### src/rtl/pla_seq_eval.sv
// Multi-cycle cube-table (PLA) evaluator: valid/ready operand in, CUBES_PER_CYC cubes per cycle, valid/ready result out.
// Optional build macro PLA_SEQ_EVAL_ESOP_EN switches the cube combine from OR (SOP) to XOR (ESOP).
module pla_seq_eval #(
    parameter int N_IN          = 16,
    parameter int N_OUT         = 1,
    parameter int N_CUBES       = 8,
    parameter int CUBES_PER_CYC = 2,
    localparam int AW           = (N_CUBES > 1) ? $clog2(N_CUBES) : 1
) (
    input  logic              clk,
    input  logic              rst_n,
    input  logic              cfg_we,
    input  logic [AW-1:0]     cfg_addr,
    input  logic [N_IN-1:0]   cfg_care,
    input  logic [N_IN-1:0]   cfg_val,
    input  logic [N_OUT-1:0]  cfg_out,
    input  logic [N_OUT-1:0]  cfg_inv,
    input  logic              in_valid,
    output logic              in_ready,
    input  logic [N_IN-1:0]   x,
    output logic              out_valid,
    input  logic              out_ready,
    output logic [N_OUT-1:0]  y,
    output logic              busy
);

    localparam logic [AW-1:0] PTR_STEP = AW'(CUBES_PER_CYC);
    localparam logic [AW-1:0] PTR_LAST = AW'(N_CUBES - CUBES_PER_CYC);

    typedef enum logic [1:0] {
        ST_IDLE = 2'd0,
        ST_EVAL = 2'd1,
        ST_DONE = 2'd2
    } state_t;

    state_t             state_r;
    state_t             state_s;
    logic [AW-1:0]      ptr_r;
    logic [N_IN-1:0]    x_r;
    logic [N_OUT-1:0]   acc_r;
    logic [N_OUT-1:0]   grp_s;
    logic [N_OUT-1:0]   y_r;
    logic [N_OUT-1:0]   inv_r;
    logic [N_IN-1:0]    care_r [N_CUBES];
    logic [N_IN-1:0]    val_r  [N_CUBES];
    logic [N_OUT-1:0]   out_r  [N_CUBES];
    logic               accept_s;
    logic               last_s;
    logic               cfg_wen_s;

    function automatic logic cube_match(input logic [N_IN-1:0] xv,
                                        input logic [N_IN-1:0] val,
                                        input logic [N_IN-1:0] care);
        return ((xv ^ val) & care) == {N_IN{1'b0}};
    endfunction

    assign accept_s  = (state_r == ST_IDLE) && in_valid;
    assign last_s    = (state_r == ST_EVAL) && (ptr_r == PTR_LAST);
    // The table is frozen while a scan is in flight so a result reflects one table image.
    assign cfg_wen_s = cfg_we && (state_r != ST_EVAL);

    assign in_ready  = (state_r == ST_IDLE);
    assign out_valid = (state_r == ST_DONE);
    assign busy      = (state_r != ST_IDLE);
    assign y         = y_r;

    // Fold the current cube group into the accumulator.
    always_comb begin : fold_group
        logic [AW-1:0]    idx;
        logic [N_OUT-1:0] hit;
        grp_s = acc_r;
        idx   = {AW{1'b0}};
        hit   = {N_OUT{1'b0}};
        for (int c = 0; c < CUBES_PER_CYC; c++) begin
            idx = ptr_r + AW'(c);
            hit = {N_OUT{cube_match(x_r, val_r[idx], care_r[idx])}} & out_r[idx];
`ifdef PLA_SEQ_EVAL_ESOP_EN
            grp_s = grp_s ^ hit;
`else
            grp_s = grp_s | hit;
`endif
        end
    end

    // FSM state register.
    always_ff @(posedge clk or negedge rst_n) begin
        if (!rst_n) begin
            state_r <= ST_IDLE;
        end else begin
            state_r <= state_s;
        end
    end

    // FSM next-state logic.
    always_comb begin
        state_s = state_r;
        case (state_r)
            ST_IDLE: begin
                if (accept_s) state_s = ST_EVAL;
                else          state_s = ST_IDLE;
            end
            ST_EVAL: begin
                if (last_s) state_s = ST_DONE;
                else        state_s = ST_EVAL;
            end
            ST_DONE: begin
                if (out_ready) state_s = ST_IDLE;
                else           state_s = ST_DONE;
            end
            default: state_s = ST_IDLE;
        endcase
    end

    // Operand capture, scan pointer, accumulator and held result.
    always_ff @(posedge clk or negedge rst_n) begin
        if (!rst_n) begin
            x_r   <= {N_IN{1'b0}};
            ptr_r <= {AW{1'b0}};
            acc_r <= {N_OUT{1'b0}};
            y_r   <= {N_OUT{1'b0}};
        end else if (accept_s) begin
            x_r   <= x;
            ptr_r <= {AW{1'b0}};
            acc_r <= {N_OUT{1'b0}};
        end else if (state_r == ST_EVAL) begin
            acc_r <= grp_s;
            if (last_s) begin
                ptr_r <= {AW{1'b0}};
                y_r   <= inv_r ^ grp_s;
            end else begin
                ptr_r <= ptr_r + PTR_STEP;
            end
        end
    end

    // Cube table and output inversion; inversion is global and rewritten on every table write.
    always_ff @(posedge clk or negedge rst_n) begin
        if (!rst_n) begin
            for (int k = 0; k < N_CUBES; k++) begin
                care_r[k] <= {N_IN{1'b0}};
                val_r[k]  <= {N_IN{1'b0}};
                out_r[k]  <= {N_OUT{1'b0}};
            end
            inv_r <= {N_OUT{1'b0}};
        end else if (cfg_wen_s) begin
            care_r[cfg_addr] <= cfg_care;
            val_r[cfg_addr]  <= cfg_val;
            out_r[cfg_addr]  <= cfg_out;
            inv_r            <= cfg_inv;
        end
    end

endmodule

### config.mk
export PLATFORM = sky130hd
export DESIGN_NAME = pla_seq_eval
export DESIGN_NICKNAME = d
export VERILOG_FILES = /design/src/rtl/pla_seq_eval.sv
export SDC_FILE = /design/constraint.sdc
export NUM_CORES = 1
export LEC_CHECK = 0
export BUFFER_PORTS_ARGS = -buffer_cell sky130_fd_sc_hd__buf_2
export CAP_MARGIN = 20
export CELL_PAD_IN_SITES_DETAIL_PLACEMENT = 0
export CELL_PAD_IN_SITES_GLOBAL_PLACEMENT = 1
export CORE_UTILIZATION = 47
export CTS_CLUSTER_DIAMETER = 40
export DETAILED_ROUTE_END_ITERATION = 12
export PLACE_DENSITY = 0.84
export SLEW_MARGIN = 20
export SYNTH_ARGS = -nofsm -noshare
export SYNTH_HDL_FRONTEND = slang
export SYNTH_SLANG_ARGS = --single-unit
### constraint.sdc
create_clock -name clk -period 1.99 [get_ports clk]
set_input_delay 0.199 -clock clk [delete_from_list [all_inputs] [get_ports clk]]
set_output_delay 0.199 -clock clk [all_outputs]
set_load 0.02 [all_outputs]
==> results of run 1 <==
[cells by family after synthesis]
logic type      count (synthesis)
compound gates                 76
xor+xnor                      123
fa+ha+maj                       1
buf+inv                        53
flops                         287
mux                           288
simple gates                   59
[metrics by stage]
step / setup slack [ps] / setup TNS, ps / hold slack [ps] / total power [mW] / cells
3_3_place_gp: -386 / -713 / 119 / 20.4 / 1315
3_5_place_dp: -389 / -732 / 121 / 20.7 / 1315
2_1_floorplan: 4.70 / 0 / -96.6 / 16.6 / 887
6_report: -254 / -417 / 42.0 / 27.9 / 1402
4_1_cts: -214 / -387 / 24.1 / 27.7 / 1397
5_1_grt: -313 / -563 / 47.8 / 29.3 / 1400
[what timing repair did]
action                                 in CTS  in global routing
endpoints found under the hold margin      99                  0
hold buffers                               19                  0
pin swaps                                   7                  9
setup buffers                               0                  4
setup endpoints to repair                   2                  2
gates resized for setup                    13                 21
[cell type report]
type	count	share of cell area (%)
Tap cell	335	2.69
Multi-Input combinational cell	547	34.7
Timing Repair Buffer	165	8.58
Clock buffer	47	6.43
Sequential cell	287	46.1
Clock inverter	16	1.33
Inverter	3	0.0722
Antenna cell	2	0.0321
[cell usage in the layout, fill, tap and decap left out, types with 19 or more instances in the layout]
master,count
dlygate4sd3_1,19
clkbuf_16,37
buf_4,68
xor2_1,114
dfrtp_1,276
buf_2,60
mux2_1,22
a22oi_1,29
mux2_2,261
[report_power, final]
group	total (mW)	internal [mW]	leakage, nW	switching (mW)
clock network	6.61	4.11	0.597	2.51
logic	10.4	5.56	3.04	4.81
registers	10.9	8.85	3.53	2.05
[state kept, by name, indices dropped and copies added (netlist names)]
signal	count
inv_r	1
state_r	2
ptr_r	2
care_r	128
y	1
x_r	16
out_r	8
val_r	128
acc_r	1
[Yosys cell counts (3+ instances only)]
master,number,share of area (%)
mux2i_1,3,0.24
nor2_1,7,0.21
buf_2,26,1.0
xor2_1,122,8.4
mux2_2,261,23
and3_1,5,0.25
clkbuf_1,7,0.21
buf_6,3,0.27
a221oi_1,7,0.48
a22o_1,3,0.21
nand4_1,6,0.29
nand3_1,12,0.47
dfrtp_1,287,56
buf_4,10,0.59
mux2_1,22,1.9
nand2b_1,3,0.15
nand3b_1,5,0.29
nand2_1,14,0.41
a222oi_1,8,0.63
a21oi_1,15,0.59
buf_1,3,0.088
a22oi_1,33,1.9
[layer usage]
| layer | wire (um) | vias to the layer above | part of all wire, % | track usage [%] |
|---|---|---|---|---|
| li1 | - | 3491 | - | - |
| met1 | 14400 | 4132 | 45 | 32.5 |
| met2 | 15200 | 180 | 47 | 38.5 |
| met3 | 1560 | 56 | 4.9 | 4.52 |
| met4 | 904 | 0 | 2.8 | 7.81 |
| met5 | 0 | - | 0 | 0 |
[path summary, 6_finish.rpt]
path	slack (ps)	depth (start not counted)	end	from
worst max register to register	-250	8	y$_DFFE_PN0P_	x_r[5]$_DFFE_PN0P_
max in group asynchronous	1040	3	x_r[1]$_DFFE_PN0P_	rst_n
min in group asynchronous	180	2	val_r[63]$_DFFE_PN0P_	rst_n
worst min-delay path	40	3	state_r[0]$_DFF_PN0_	in_valid
worst max-delay path	-250	8	y$_DFFE_PN0P_	x_r[5]$_DFFE_PN0P_
worst min register to register	490	1	care_r[48]$_DFFE_PN0P_	care_r[48]$_DFFE_PN0P_
[worst max-delay path: stages (launching register included)]
cell,delay (ps)
dfrtp_2,490
buf_4,170
xor2_1,250
a222oi_1,170
nand3_1,110
nand2_1,110
a31o_1,260
or4_1,530
nand3_1,90
==> results.json, run 1 <==
{
  "cts_root_buffer": "clkbuf_16",
  "synthSimpleGateAreaFrac_pct": 2.59,
  "area_growth_pct": 22.6,
  "final.setup.worst_slack_ps": -254,
  "hp-class": "input port to flop",
  "critPathKind": "flop to flop",
  "postRouteAntennaNets": 0,
  "viasPerCell": 5.61,
  "synth_cells": 887,
  "die_width_um": 167,
  "place_congestion": 0.838,
  "clock_skew_ps": 17.8,
  "place_area_um2": 14000,
  "cap_violations": 0,
  "setup_violations": 2,
  "dieArea_um2": 27700,
  "synth_edf_count": 0,
  "numCtsBuffers": 36,
  "place_hpwl_um": 21500,
  "io_buffer_count": 61,
  "insertion_delay_ps": 510,
  "initial_core_util_pct": 48.4,
  "stdcell_area_um2": 15600,
  "crit_required_ps": 2440,
  "fin_crit_sh_pct": 113,
  "cts.path.max_buffers": 3,
  "detail_route.wl_per_cell_um": 22.8,
  "seq_area_um2": 7200,
  "dr.pass1.iters": 9,
  "syn_area_per_cell_um2": 14.3,
  "std_cell_rows": 59,
  "peakVddDrop_mv": 0.992,
  "multi_input_area_um2": 5420,
  "ys_seq_elements": 287,
  "antenna_found_initial": 2,
  "slew_viol_final": 0,
  "synth_fa_ha_area_share_pct": 0.0983,
  "p_per_area_nw_per_um2": 1790,
  "fp.dieH_um": 167,
  "drive_gt1_share_pct": 47.3,
  "violations": "DRC, setup timing",
  "grt_pass1_vias": 8199,
  "period_needed_ps": 2240,
  "tightest_slew_ps": 512,
  "yosysSeqAreaShare_pct": 56.4,
  "relSlewSlack_pct": 65.7,
  "nets": 1099,
  "status": "finished, violations left",
  "synth_xor_area_share_pct": 8.46,
  "grt_use_total_pct": 23.9,
  "first_iter_violations": 499,
  "synth_cell_types": 43,
  "rsz0062_at_grt": "yes",
  "synth_top_family_by_area": "multiplexers",
  "clkTransAtPathRegs_ps": 60,
  "grt-ovfl-total": 0,
  "fin_util_pct": 59.4,
  "cts_tree": "yes",
  "grt_max_degree": 81,
  "cts.sinks": 287,
  "synth_area_um2": 12700,
  "cp-end-kind": "flop",
  "synth_mux_area_share_pct": 25.6,
  "finalHoldViolCount": 0,
  "critPathArrivalTime_ps": 2690,
  "crit_fanout": 8,
  "drc": 8,
  "ys_async_sr_fraction_pct": 100,
  "core_um2": 26300,
  "fmax_ghz": 0.446,
  "vias": 7859,
  "yosysWarnings": 0,
  "p_leak_nw": 7.16,
  "routed_wl_um": 32000,
  "synth_top_flop_cell": "dfrtp_1",
  "htree_levels": 2,
  "io_pins": 62,
  "syn-num-nets": 946,
  "synth-compound-area-share_pct": 4.47,
  "nFillCells": 2056,
  "startpoint_type": "flop",
  "grt_pass1_wl_um": 49800
}
(Power assumes the default switching activity.)
==> run 2: changes to the inputs <==
Settings changed: CORE_UTILIZATION 47 to 52, PLACE_DENSITY 0.84 to 0.88.
Clock period 1.99 ns to 2.2 ns, I/O delays scaled along.
==> run 2 against run 1 <==
Net effect: the run now ends clean; hold slack improved by 8.1 ps; combinational power fell by 13%; sequential power fell by 9%; critical path type unchanged; final cell count fell by 2.3%; critical path depth rose by 1; first-iteration DRC count rose by 17%; flip-flop and latch count did not move; sequential share of layout area rose by 0.37 points; wire length rose by 1.2%.
==> results.json, run 2 (synthesized netlist as in run 1, its figures left out) <==
{
  "status": "finished clean",
  "place_area_um2": 13900,
  "grt_pass1_wl_um": 49400,
  "crit_chain": "buf_4 -> xor2_1 -> a22oi_1 -> nand4_1 -> a221oi_2 -> a31o_1 -> buf_4 -> nor3_1 -> a21oi_1",
  "path_common_cell": "buf_4",
  "place_ws_ps": -288,
  "grt_pass1_vias": 8216,
  "insertion_delay_ps": 520,
  "grt_use_total_pct": 27.2,
  "drive_gt1_share_pct": 47.3,
  "timing.rr.end": "acc_r$_DFFE_PN0P_",
  "std_cell_rows": 56,
  "cts.sinks": 287,
  "multi_input_area_um2": 5430,
  "final.setup.worst_slack_ps": 9.79,
  "final_common_cell": "dfrtp_1",
  "fin_crit_sh_pct": 99.6,
  "relSlewSlack_pct": 56.4,
  "peakVddDrop_mv": 0.829,
  "period_needed_ps": 2190,
  "rrSetupSlack_ps": 10,
  "biggestRegsByFlops": "care_r: 128 flops, val_r: 128 flops, x_r: 16 flops",
  "p_leak_nw": 7.09,
  "dr.pass1.iters": 5,
  "die_width_um": 158,
  "tightest_slew_ps": 655,
  "detail_route.wl_per_cell_um": 23.7,
  "setup_violations": 0,
  "rsz0062_at_grt": "yes",
  "crit_required_ps": 2650,
  "swShare_pct": 34.4,
  "core_um2": 23800,
  "critPathKind": "flop to flop",
  "grt_max_degree": 75,
  "fmax_ghz": 0.457,
  "finalHoldViolCount": 0,
  "crit_fanout": 5,
  "final_cell_mix": "276 x dfrtp_1, 261 x mux2_2, 112 x xor2_1",
  "internal_power_mw": 16.2,
  "p_per_area_nw_per_um2": 1600,
  "cts_tree": "yes",
  "drc": 0,
  "clkTransAtPathRegs_ps": 60,
  "vias": 7901,
  "cap_violations": 0,
  "r2r_start": "x_r[13]$_DFFE_PN0P_",
  "stdcell_area_um2": 15500,
  "io_pins": 62,
  "htree_levels": 2,
  "cts.path.max_buffers": 3,
  "clockPowerShare_pct": 23.2,
  "p_comb_share_pct": 36.7,
  "hold_end": "val_r[61]$_DFFE_PN0P_",
  "cpMaxStageDelayCell": "dfrtp_1",
  "postRouteAntennaNets": 0,
  "netSwitchingPower_mw": 8.51,
  "viasPerCell": 5.77,
  "dieArea_um2": 25100,
  "whs_path_depth": 2,
  "seq_power_share_pct": 40.2,
  "grt-ovfl-total": 0,
  "routed_wl_um": 32400,
  "area_growth_pct": 21.6,
  "cp_slowest_stage_delay_ps": 420,
  "first_iter_violations": 584,
  "nets": 1083,
  "initial_core_util_pct": 53.6,
  "place_hpwl_um": 21200,
  "whs_ps": 50.1,
  "hold_start": "cfg_val[13]",
  "r2r_cells": 9,
  "nFillCells": 1745,
  "totalPowerFinal_mw": 24.7,
  "place_congestion": 0.931,
  "startpoint_type": "flop",
  "fp.dieH_um": 158,
  "antenna_found_initial": 1,
  "clock_skew_ps": 21.6,
  "hp-class": "input port to flop",
  "diodes": 0,
  "cts_root_buffer": "clkbuf_16",
  "seq_area_um2": 7200,
  "critPathArrivalTime_ps": 2640,
  "cp-end-kind": "flop",
  "io_buffer_count": 61,
  "numCtsBuffers": 36,
  "slew_viol_final": 0
}
## run 2: what timing repair did
action	in CTS	in global routing
hold buffers	19	0
pin swaps	0	13
gates resized for setup	9	31
setup buffers	0	4
endpoints found under the setup margin	2	2
hold endpoints to repair	83	0
## run 2: worst max-delay path by stage
stage                              start                   to  slack [ps]  cells after the start
floorplan           state_r[0]$_DFF_PN0_  x_r[10]$_DFFE_PN0P_         150                      5
global placement     x_r[15]$_DFFE_PN0P_        y$_DFFE_PN0P_        -280                      8
detailed placement    x_r[3]$_DFFE_PN0P_        y$_DFFE_PN0P_        -290                      8
CTS                   x_r[3]$_DFFE_PN0P_        y$_DFFE_PN0P_          -9                      8
global route          x_r[0]$_DFFE_PN0P_    acc_r$_DFFE_PN0P_        -100                      9
finish               x_r[13]$_DFFE_PN0P_    acc_r$_DFFE_PN0P_          10                      9
## run 2: stage by stage
step           instances  utilization (%)  TNS, ps
6_report            1370             65.2        0
5_1_grt             1370             65.2     -166
4_1_cts             1366             64.4    -8.58
3_5_place_dp        1282             58.5     -542
3_3_place_gp        1282             58.5     -487
2_1_floorplan        887                -        0
## run 2: power by group through the flow
stage / Clock, mW / Sequential, mW / Combinational (mW)
detailed placement: 0 / 9.88 / 8.53
global route: 6.01 / 10.2 / 9.65
floorplan: 0 / 9.15 / 5.84
CTS: 5.81 / 9.84 / 8.71
finish: 5.73 / 9.94 / 9.07
global placement: 0 / 9.76 / 8.35
## run 2: worst max-delay path, delay by kind of cell (launching register included)
family          cells  cell delay (ps)
compound gates      4             1020
flops               1              420
buf+inv             2              290
simple gates        2              270
xor+xnor            1              140
## run 2: per-layer routing
metal | global-route usage, % | wire [um] | up-vias
met5 | 0 | 13 | -
met4 | 9.71 | 989 | 2
met3 | 4.60 | 1680 | 71
met2 | 44.3 | 15600 | 238
met1 | 36.7 | 14100 | 4138
li1 | - | - | 3452
## run 2: area by class of cell
type                    instances  area share (%)
multi-input cells             547            35.1
flip-flops and latches        287            46.5
inverters                       3          0.0728
clock buffers                  48            6.83
well taps                     319            2.58
repair buffers                149            8.16
clock inverters                17           0.776
==> run 3: changes to the inputs <==
Settings changed: MAX_ROUTING_LAYER set to met4.
==> run 3 against run 2 <==
Net effect: total power is essentially flat; register-to-register slack about the same; via count is 0.35% lower; highest routed layer is now met4.
==> results.json, run 3 (synthesized netlist as in run 1, its figures left out) <==
{
  "place_hpwl_um": 21200,
  "totalPowerFinal_mw": 24.7,
  "clkTransAtPathRegs_ps": 60,
  "hp-class": "input port to flop",
  "dr.pass1.iters": 5,
  "biggestRegsByFlops": "care_r: 128 flops, val_r: 128 flops, x_r: 16 flops",
  "io_pins": 62,
  "multi_input_area_um2": 5430,
  "postRouteAntennaNets": 0,
  "crit_start": "x_r[13]$_DFFE_PN0P_",
  "crit_fanout": 5,
  "nFillCells": 1744,
  "final_cell_mix": "276 x dfrtp_1, 261 x mux2_2, 112 x xor2_1",
  "detail_route.wl_per_cell_um": 23.6,
  "critPathKind": "flop to flop",
  "slew_viol_final": 0,
  "grt_pass1_wl_um": 49400,
  "drive_gt1_share_pct": 47.3,
  "final_common_cell": "dfrtp_1",
  "p_leak_nw": 7.09,
  "nets": 1083,
  "htree_levels": 2,
  "relSlewSlack_pct": 55.8,
  "cp-end-kind": "flop",
  "rrSetupSlack_ps": 10,
  "vias": 7873,
  "r2r_start": "x_r[13]$_DFFE_PN0P_",
  "drc": 0,
  "fmax_ghz": 0.457,
  "core_um2": 23800,
  "cts_tree": "yes",
  "numCtsBuffers": 36,
  "startpoint_type": "flop",
  "first_iter_violations": 537,
  "initial_core_util_pct": 53.6,
  "grt_max_degree": 75,
  "antenna_found_initial": 1,
  "die_width_um": 158,
  "grt_use_total_pct": 28.0,
  "dieArea_um2": 25100,
  "grt-ovfl-total": 0,
  "seq_area_um2": 7200,
  "insertion_delay_ps": 530,
  "routed_wl_um": 32400,
  "cap_violations": 0,
  "cts.sinks": 287,
  "viasPerCell": 5.74,
  "cts.path.max_buffers": 3,
  "grt_pass1_vias": 8206,
  "p_per_area_nw_per_um2": 1600,
  "cts_root_buffer": "clkbuf_16",
  "tightest_slew_ps": 663,
  "clock_skew_ps": 25.4,
  "crit_required_ps": 2650,
  "status": "finished clean",
  "period_needed_ps": 2190,
  "critPathArrivalTime_ps": 2640,
  "hold_start": "cfg_val[13]",
  "finalHoldViolCount": 0,
  "area_growth_pct": 21.6,
  "std_cell_rows": 56,
  "fin_tns_setup_ps": 0,
  "fin_crit_sh_pct": 99.6,
  "fp.dieH_um": 158,
  "io_buffer_count": 61,
  "peakVddDrop_mv": 0.831,
  "rsz0062_at_grt": "yes",
  "setup_violations": 0,
  "place_congestion": 0.947
}
-- run 3: critical path, stage by stage, from the launching register on --
cell      delay, ps
dfrtp_1         420
buf_4           180
xor2_1          140
a22oi_1         420
nand4_1         230
a221oi_2        320
a31o_1          150
buf_4           110
nor3_1           40
a21oi_1         130
-- run 3: power by group --
group	switching (mW)	total (mW)	internal [mW]
clock network	2.31	5.73	3.41
logic	4.27	9.07	4.80
registers	1.93	9.94	8.01
-- run 3: final timing paths --
path                                               end  cells after the start
worst max-delay path                 acc_r$_DFFE_PN0P_                      9
min in group asynchronous           x_r[2]$_DFFE_PN0P_                      2
worst min register to register  care_r[89]$_DFFE_PN0P_                      1
worst max register to register       acc_r$_DFFE_PN0P_                      9
worst min-delay path             val_r[61]$_DFFE_PN0P_                      2
max in group asynchronous           x_r[1]$_DFFE_PN0P_                      3
-- run 3: metrics by stage --
step           hold slack, ps  cells  cell area [um2]  util, %  worst slack (ps)
3_5_place_dp              263   1282            13900     58.5              -288
3_3_place_gp              262   1282            13900     58.5              -279
6_report                 50.5   1371            15500     65.2              9.68
2_1_floorplan           -75.6    887            12700        -               155
4_1_cts                  33.7   1366            15300     64.4             -8.58
5_1_grt                  56.3   1371            15500     65.2             -98.8
-- run 3: final cells by class --
| type | count | share of cell area (%) |
|---|---|---|
| antenna | 1 | 0.0162 |
| clock buffer | 48 | 6.83 |
| clock inverter | 17 | 0.776 |
| inverter | 3 | 0.0727 |
| multi-input combinational | 547 | 35.1 |
| sequential | 287 | 46.5 |
| tap | 319 | 2.58 |
| timing repair buffer | 149 | 8.16 |
-- run 3: what timing repair did --
action                                 in CTS  in global routing
setup buffers                               0                  4
pin swaps                                   0                 13
setup endpoints to repair                   2                  2
resized for setup                           9                 31
hold buffers                               19                  0
endpoints found under the hold margin      83                  0
-- run 3: metal layers --
| layer | up-vias | track usage [%] | wire length, um |
|---|---|---|---|
| met5 | - | - | 0 |
| met4 | 0 | 9.71 | 948 |
| met3 | 61 | 4.76 | 1660 |
| met2 | 246 | 44.5 | 15600 |
| met1 | 4123 | 36.5 | 14200 |
| li1 | 3443 | - | - |
